`src/rtl/cv32e40p_tmr_vote_monitor.sv`:
```
// TMR word voter: per-replica mismatch attribution, isolation of persistent faults and DMR fallback.
// Optional corrected-error counter is built only when CV32E40P_TMR_ERR_CNT_EN is defined.
module cv32e40p_tmr_vote_monitor #(
    parameter int WIDTH        = 32,
    parameter int FAULT_THRESH = 3,
    parameter int CNT_W        = 8
) (
    input  logic             clk,
    input  logic             rst,
    input  logic             valid_i,
    input  logic             clear_i,
    input  logic [WIDTH-1:0] res0_i,
    input  logic [WIDTH-1:0] res1_i,
    input  logic [WIDTH-1:0] res2_i,
    output logic [WIDTH-1:0] result_o,
    output logic             mismatch_o,
    output logic             uncorrectable_o,
    output logic [5:0]       replica_state_o,
    output logic             degraded_o,
    output logic [CNT_W-1:0] corrected_cnt_o
);

    localparam int FCNT_W = $clog2(FAULT_THRESH + 1);

    typedef enum logic [1:0] {
        ST_HEALTHY  = 2'b00,
        ST_SUSPECT  = 2'b01,
        ST_ISOLATED = 2'b10
    } rep_state_e;

    function automatic logic [WIDTH-1:0] f_majority(input logic [WIDTH-1:0] a,
                                                    input logic [WIDTH-1:0] b,
                                                    input logic [WIDTH-1:0] c);
        return (a & b) | (a & c) | (b & c);
    endfunction

    function automatic logic [1:0] f_popcount3(input logic [2:0] v);
        return {1'b0, v[0]} + {1'b0, v[1]} + {1'b0, v[2]};
    endfunction

    rep_state_e        r_state [3];
    logic [FCNT_W-1:0] r_fcnt  [3];
    logic              r_degraded;

    logic [WIDTH-1:0]  w_res   [3];
    logic [WIDTH-1:0]  w_maj;
    logic [WIDTH-1:0]  w_dmr_a;
    logic [WIDTH-1:0]  w_dmr_b;
    logic [2:0]        w_iso;
    logic [2:0]        w_mis;
    logic [2:0]        w_to_iso;
    logic [1:0]        w_n_iso;
    logic [1:0]        w_n_mis;
    logic              w_tmr;
    logic              w_upd;

    assign w_res[0] = res0_i;
    assign w_res[1] = res1_i;
    assign w_res[2] = res2_i;

    always_comb begin
        for (int i = 0; i < 3; i++) begin
            w_iso[i] = (r_state[i] == ST_ISOLATED);
        end
    end

    assign w_n_iso = f_popcount3(w_iso);
    assign w_tmr   = (w_n_iso == 2'd0);
    assign w_maj   = f_majority(res0_i, res1_i, res2_i);

    always_comb begin
        for (int i = 0; i < 3; i++) begin
            w_mis[i] = w_tmr && (w_res[i] != w_maj);
        end
    end

    assign w_n_mis = f_popcount3(w_mis);

    // In DMR the surviving pair is (lower index, higher index) of the non-isolated replicas
    always_comb begin
        w_dmr_a = res0_i;
        w_dmr_b = res1_i;
        if (w_iso[0]) begin
            w_dmr_a = w_iso[1] ? res2_i : res1_i;
            w_dmr_b = res2_i;
        end else if (w_iso[1]) begin
            w_dmr_b = res2_i;
        end
    end

    always_comb begin
        result_o        = w_maj;
        mismatch_o      = 1'b0;
        uncorrectable_o = 1'b0;
        if (w_tmr) begin
            mismatch_o      = valid_i && (w_n_mis != 2'd0);
            uncorrectable_o = valid_i && (w_n_mis >= 2'd2);
        end else begin
            result_o        = w_dmr_a;
            mismatch_o      = valid_i && (w_n_iso == 2'd1) && (w_dmr_a != w_dmr_b);
            uncorrectable_o = mismatch_o;
        end
    end

    // Attribution only happens in TMR with at most one dissenting replica
    assign w_upd = valid_i && !clear_i && w_tmr && (w_n_mis < 2'd2);

    always_comb begin
        w_to_iso = '0;
        for (int i = 0; i < 3; i++) begin
            if (w_upd && w_mis[i]) begin
                if (r_state[i] == ST_HEALTHY) begin
                    w_to_iso[i] = (FAULT_THRESH == 1);
                end else if (r_state[i] == ST_SUSPECT) begin
                    w_to_iso[i] = (int'(r_fcnt[i]) + 1 >= FAULT_THRESH);
                end
            end
        end
    end

    always_ff @(posedge clk or posedge rst) begin
        if (rst) begin
            for (int i = 0; i < 3; i++) begin
                r_state[i] <= ST_HEALTHY;
                r_fcnt[i]  <= '0;
            end
            r_degraded <= 1'b0;
        end else if (clear_i) begin
            for (int i = 0; i < 3; i++) begin
                r_state[i] <= ST_HEALTHY;
                r_fcnt[i]  <= '0;
            end
            r_degraded <= 1'b0;
        end else if (w_upd) begin
            for (int i = 0; i < 3; i++) begin
                case (r_state[i])
                    ST_HEALTHY: begin
                        if (w_mis[i]) begin
                            if (w_to_iso[i]) begin
                                r_state[i] <= ST_ISOLATED;
                            end else begin
                                r_state[i] <= ST_SUSPECT;
                            end
                            r_fcnt[i] <= FCNT_W'(1);
                        end
                    end
                    ST_SUSPECT: begin
                        if (w_mis[i]) begin
                            r_fcnt[i] <= r_fcnt[i] + FCNT_W'(1);
                            if (w_to_iso[i]) begin
                                r_state[i] <= ST_ISOLATED;
                            end
                        end else begin
                            r_state[i] <= ST_HEALTHY;
                            r_fcnt[i]  <= '0;
                        end
                    end
                    default: ;
                endcase
            end
            if (|w_to_iso) begin
                r_degraded <= 1'b1;
            end
        end
    end

    assign replica_state_o = {r_state[2], r_state[1], r_state[0]};
    assign degraded_o      = r_degraded;

`ifdef CV32E40P_TMR_ERR_CNT_EN
    logic [CNT_W-1:0] r_corr_cnt;

    always_ff @(posedge clk or posedge rst) begin
        if (rst) begin
            r_corr_cnt <= '0;
        end else if (clear_i) begin
            r_corr_cnt <= '0;
        end else if (w_upd && (w_n_mis == 2'd1) && (r_corr_cnt != {CNT_W{1'b1}})) begin
            r_corr_cnt <= r_corr_cnt + CNT_W'(1);
        end
    end

    assign corrected_cnt_o = r_corr_cnt;
`else
    assign corrected_cnt_o = '0;
`endif

endmodule
```
`config.mk`:
```
export PLATFORM = sky130hd
export DESIGN_NAME = cv32e40p_tmr_vote_monitor
export DESIGN_NICKNAME = d
export VERILOG_FILES = /design/src/rtl/cv32e40p_tmr_vote_monitor.sv
export SDC_FILE = /design/constraint.sdc
export NUM_CORES = 1
export LEC_CHECK = 0
export BUFFER_PORTS_ARGS = -buffer_cell sky130_fd_sc_hd__buf_4
export CORE_AREA = 4 4 110 112
export DETAILED_ROUTE_END_ITERATION = 8
export DIE_AREA = 0 0 114 116
export PLACE_DENSITY_LB_ADDON = 0.05
export RECOVER_POWER = 50
export SLEW_MARGIN = 30
export SYNTH_ARGS = -nofsm -noshare
export SYNTH_HDL_FRONTEND = slang
export SYNTH_SLANG_ARGS = --single-unit
```
`constraint.sdc`:
```
create_clock -name clk -period 13.15 [get_ports clk]
set_clock_uncertainty 0.1 [all_clocks]
set_input_delay 0.6575 -clock clk [delete_from_list [all_inputs] [get_ports clk]]
set_output_delay 0.6575 -clock clk [all_outputs]
set_load 0.1 [all_outputs]
```
Word level (Yosys, flattened, before mapping)
Index checks and enable logic that the tools add are counted.

Equal/unequal tests: 17. Bitwise gates (word level): 5. $add $sub $neg: 10. Magnitude comparators: 5. Reductions and logical operators: 32. Multiplexer cells: 46.

Operators with widths (number): two-way mux 32 bit (4); inequality test 32 bit (4); bitwise AND 32 bit (3); OR 32 bit (2); two-way mux 2 bit (18); two-way mux 6 bit (4); one-hot mux 2 bit (2 select lines) (6); two-way mux 1 bit (14); logical AND 1 bit (13); inequality test 4 bit, second input constant (3); AND reduction 4 bit (3); adder 2 x 1 -> 3 bit, second input constant (3); greater-or-equal comparator 3 x 2 -> 1 bit, second input constant (3); inequality test 3 bit, second input constant (3); AND reduction 3 bit (3); nonzero test 3 bit (3); equality test 2 x 1 -> 1 bit, second input constant (4); logical NOT 2 bit (4); adder 2 x 1 -> 2 bit, second input constant (3); equality test 2 bit, second input constant (3); nonzero test 2 bit (3); adder 1 x 1 -> 2 bit (2); adder 2 x 1 -> 2 bit (2); OR reduction 3 bit (1); other kinds (4) (4).

Register bits: 13. Output and inout port bits: 49. Input port bits: 100. Word-level logic and storage cells: 122.

Logic depth before layout (Yosys ltp)
Depth after elaboration: 16. Depth in mapped cells: 20.

Worst setup path after synthesis
No wires, ideal clock.

Path type: reg-to-output. Start: reg r_state (netlist bit replica_state_o[3]). End: out uncorrectable_o. Path slack: 6.197 ns. Required time: 12.392 ns. Arrival: 6.195 ns. Cell stages (with the launch flop): 16. Path buffers: 7. Cells stage by stage: dfrtp_1 -> nand2b_1 -> buf_6 -> inv_4 -> buf_2 -> clkbuf_1 -> clkbuf_1 -> buf_1 -> fa_1 -> or2_2 -> clkbuf_1 -> clkbuf_1 -> nor2_1 -> fa_1 -> nor2_1 -> nor3_1.

Cells in the longest elaborated chain, start to end: 10. Elaborated cells between the ends (all ways): 19. Classes of those cells: add/sub (4); order compare (1); eq/ne (3); mux (4); reduce/logical (7).

Ends and longest elaborated chain: start: declaration (RTL line 41) `rep_state_e r_state [3];`; start signal: indexed assignment (RTL line 124) `r_state[i] <= ST_HEALTHY;`; start signal: indexed assignment (RTL line 130) `r_state[i] <= ST_HEALTHY;`; start signal: indexed assignment (RTL line 140) `r_state[i] <= ST_ISOLATED;`; equality test 2 bit (*) (RTL line 63) `w_iso[i] = (r_state[i] == ST_ISOLATED);`; adder 1 x 1 -> 2 bit (RTL line 38) `return {1'b0, v[0]} + {1'b0, v[1]} + {1'b0, v[2]};`; adder 2 x 1 -> 2 bit (RTL line 38); logical NOT 2 bit (RTL line 68) `assign w_tmr = (w_n_iso == 2'd0);`; logical AND 1 bit (RTL line 73) `w_mis[i] = w_tmr && (w_res[i] != w_maj);`; adder 1 x 1 -> 2 bit (RTL line 38); adder 2 x 1 -> 2 bit (RTL line 38); greater-or-equal comparator 2 bit (RTL line 97) `uncorrectable_o = valid_i && (w_n_mis >= 2'd2);`; logical AND 1 bit (RTL line 97); two-way mux 1 bit (*) (RTL line 95) `if (w_tmr) begin`; end: declaration (RTL line 17) `output logic uncorrectable_o,`.

Every way passes the cells marked *; elsewhere a longest branch is shown, timed or not.

Worst setup path in the final report
Start: reg r_state (netlist bit replica_state_o[2]). End: out mismatch_o.

Cells in the longest elaborated chain, start to end: 10. Elaborated cells between the ends (all ways): 19. Classes of those cells: add/sub (4); eq/ne (3); mux (4); reduce/logical (8).

Ends and longest elaborated chain: equality test 2 bit (*) (RTL line 63); adder 1 x 1 -> 2 bit (RTL line 38); adder 2 x 1 -> 2 bit (RTL line 38); logical NOT 2 bit (RTL line 68); logical AND 1 bit (RTL line 73); adder 1 x 1 -> 2 bit (RTL line 38); adder 2 x 1 -> 2 bit (RTL line 38); nonzero test 2 bit (RTL line 96) `mismatch_o = valid_i && (w_n_mis != 2'd0);`; logical AND 1 bit (RTL line 96); two-way mux 1 bit (*) (RTL line 95); end: declaration (RTL line 16) `output logic mismatch_o,`.

Marks and branches as above.

==> flow_summary.ini <==
[timing]
worst_slew_pin_slew_ns = 3.57
rsz0062_at_grt = false
maxSlewViolCount = 82
fin_ws_ns = 4.36
setup_tns_ns = 0
period_share = 0.668
hold_viol_final = 0
whs_ns = 0.352
finalSetupViolCount = 0
fmax_mhz = 114
slew_headroom = -1.38
period_needed_ns = 8.79

[global_routing]
grt_pass1_vias = 6240
gr-total-overflow = 0
grt_pass1_wl_mm = 32.0
grt_max_degree = 99
grt_use_total = 0.289
antenna_found_initial = 0

[final_layout]
stdcell_area_um2 = 6700
drive_above_1_share = 0.190
final_common_cell = buf_4
num_antenna_cells = 0
stdcell_count = 1095
utilization = 0.597
area_growth_pct = 11.8
nets = 1061
layout_common_cells = buf_4, a21oi_1, nor2_1

[status]
failed_checks = capacitance limit, slew limit
status = complete, but fails checks

[route]
via_count = 7367
drt-initial-drc-count = 879
dr.pass1.iters = 7
drc = 0
wl_per_cell_um = 18.8
wirelength_mm = 20.6
postRouteAntennaNets = 0
routed_via_density = 6.73

[worst_setup_path]
r2r-end = degraded_o$_DFFE_PP0P_
worstSetupStartpointType = flip-flop
cp-end-kind = output port
crit_arrival_ns = 8.03
regToRegStartpoint = replica_state_o[2]$_DFFE_PP0P_
cp_data_required_time_ns = 12.39
rrSetupSlack_ns = 4.70
crit_fanout = 98
path_class = reg2out
r2r_cells = 14

[power]
power.density_nw_per_um2 = 51.9
ir_drop_v = 0.0000846
p_total_mw = 0.347
leakagePower_nw = 2.56

[yosys]
synth_seq_cells = 13
synth_edf_count = 0
ys_seq_area_frac = 0.0543
ys_types = 59
ys.flop_type = dfrtp_1
async_reset_ff_frac = 1.00
synthCells = 934
syn-cell-area_um2 = 5990
syn_avg_cell_area_um2 = 6.41
yosys_warnings = 0

[floorplanning]
die_h_um = 116
start_util = 0.534
die_width_um = 114
ios = 149
rows = 39
core_um2 = 11200
die_area_um2 = 13200

[clocking]
post-cts-setup-buffer-count = 0
cts_max_level = 1
cts-root-buf = clkbuf_16
ctsResizeCount = 0
numCtsBuffers = 3
clk_pin_slew_worst_paths_ns = 0.05
cts.sinks = 13
cts_tree = done
clkLatencyLatePin_ns = 0.24
hold_buffers = 0
max-clock-path-buffers = 2

[placed_design]
place_congestion = 0.926
placed_cells = 1091
hpwl_mm = 14.8
placed_area_um2 = 6690
pre_cts_ws_ns = 7.16
io_buffers = 140

[flow_run]
cap_violations = 1

[hold_path]
hp-class = in2async
-- cells in the mapped netlist (16+ instances only) --
cell      count  share of area
o31ai_1      20          0.025
o22ai_1      24          0.025
nand4_1      18          0.019
a21oi_1      81          0.068
nor3b_1      25          0.031
nand3_1      26          0.022
o21a_1       17          0.021
or4_1        19          0.024
inv_1        23          0.014
and3b_1      35          0.051
clkbuf_1     99          0.062
xor2_1       16          0.023
nand3b_1     37          0.046
xnor2_1      17          0.025
o21ai_0      50          0.042
nor3_1       17          0.014
nor4_1       21          0.022
nand2_1      53          0.033
o211ai_1     20          0.025
or3b_2       44          0.064
nor2_1       80          0.050
-- power breakdown --
| group | switching (mW) | internal (mW) |
|---|---|---|
| registers | 0.00442 | 0.0415 |
| logic | 0.167 | 0.0775 |
| clock network | 0.0162 | 0.0408 |
| total | 0.187 | 0.160 |
-- worst max-delay path, stage by stage (launching register included) --
cell and delay, ns:
dfrtp_1 0.76, nand2b_2 0.23, clkbuf_1 2.51, inv_4 1.22
fa_1 0.90, or2_4 0.51, a31oi_1 0.59, fa_1 0.54
nor3_1 0.15, nor3_1 0.06, buf_4 0.26
-- kinds of logic (layout without fill, tap and decap cells) --
| group | count (synthesis) | in the layout | share of synthesized area |
|---|---|---|---|
| XOR/XNOR | 33 | 33 | 0.0483 |
| AND/OR/NAND/NOR | 421 | 421 | 0.429 |
| adder cells (fa/ha/maj) | 8 | 8 | 0.0192 |
| AO/OA/AOI/OAI | 295 | 295 | 0.330 |
| multiplexers | 2 | 2 | 0.00334 |
| other | 1 | 8 | 0.000626 |
| buffers and inverters | 161 | 172 | 0.115 |
| flip-flops | 13 | 13 | 0.0543 |
-- final cells by class --
cell class              count  area (um^2)
repair buffers            143         1010
well taps                 143          179
inverters                  25         98.8
flip-flops and latches     13          325
fillers                  1105         4520
clock buffers               4         78.8
multi-input cells         767         5010
-- worst max path at each step --
stage | startpoint | endpoint | slack, ns | cells past startpoint
floorplan | replica_state_o[3]$_DFFE_PP0P_ | uncorrectable_o | 6.20 | 15
global placement | replica_state_o[2]$_DFFE_PP0P_ | mismatch_o | 7.25 | 10
detailed placement | replica_state_o[2]$_DFFE_PP0P_ | mismatch_o | 7.16 | 10
CTS | replica_state_o[2]$_DFFE_PP0P_ | mismatch_o | 6.86 | 10
global route | replica_state_o[2]$_DFFE_PP0P_ | mismatch_o | 3.76 | 10
finish | replica_state_o[2]$_DFFE_PP0P_ | mismatch_o | 4.36 | 10
-- metal layers --
layer	vias to the layer above	global-route usage	part of all wire	routed length [um]
met5	-	0	0	0
met1	3483	0.402	0.42	8660
li1	3497	-	-	-
met2	338	0.486	0.47	9700
met4	0	0.0713	0.029	606
met3	49	0.0245	0.079	1620
-- registers in the layout, indices dropped and copies added, names as in the netlist --
signal	flops
degraded_o	1
r_fcnt	6
replica_state_o	6
Power figures use the tool's default switching activity.
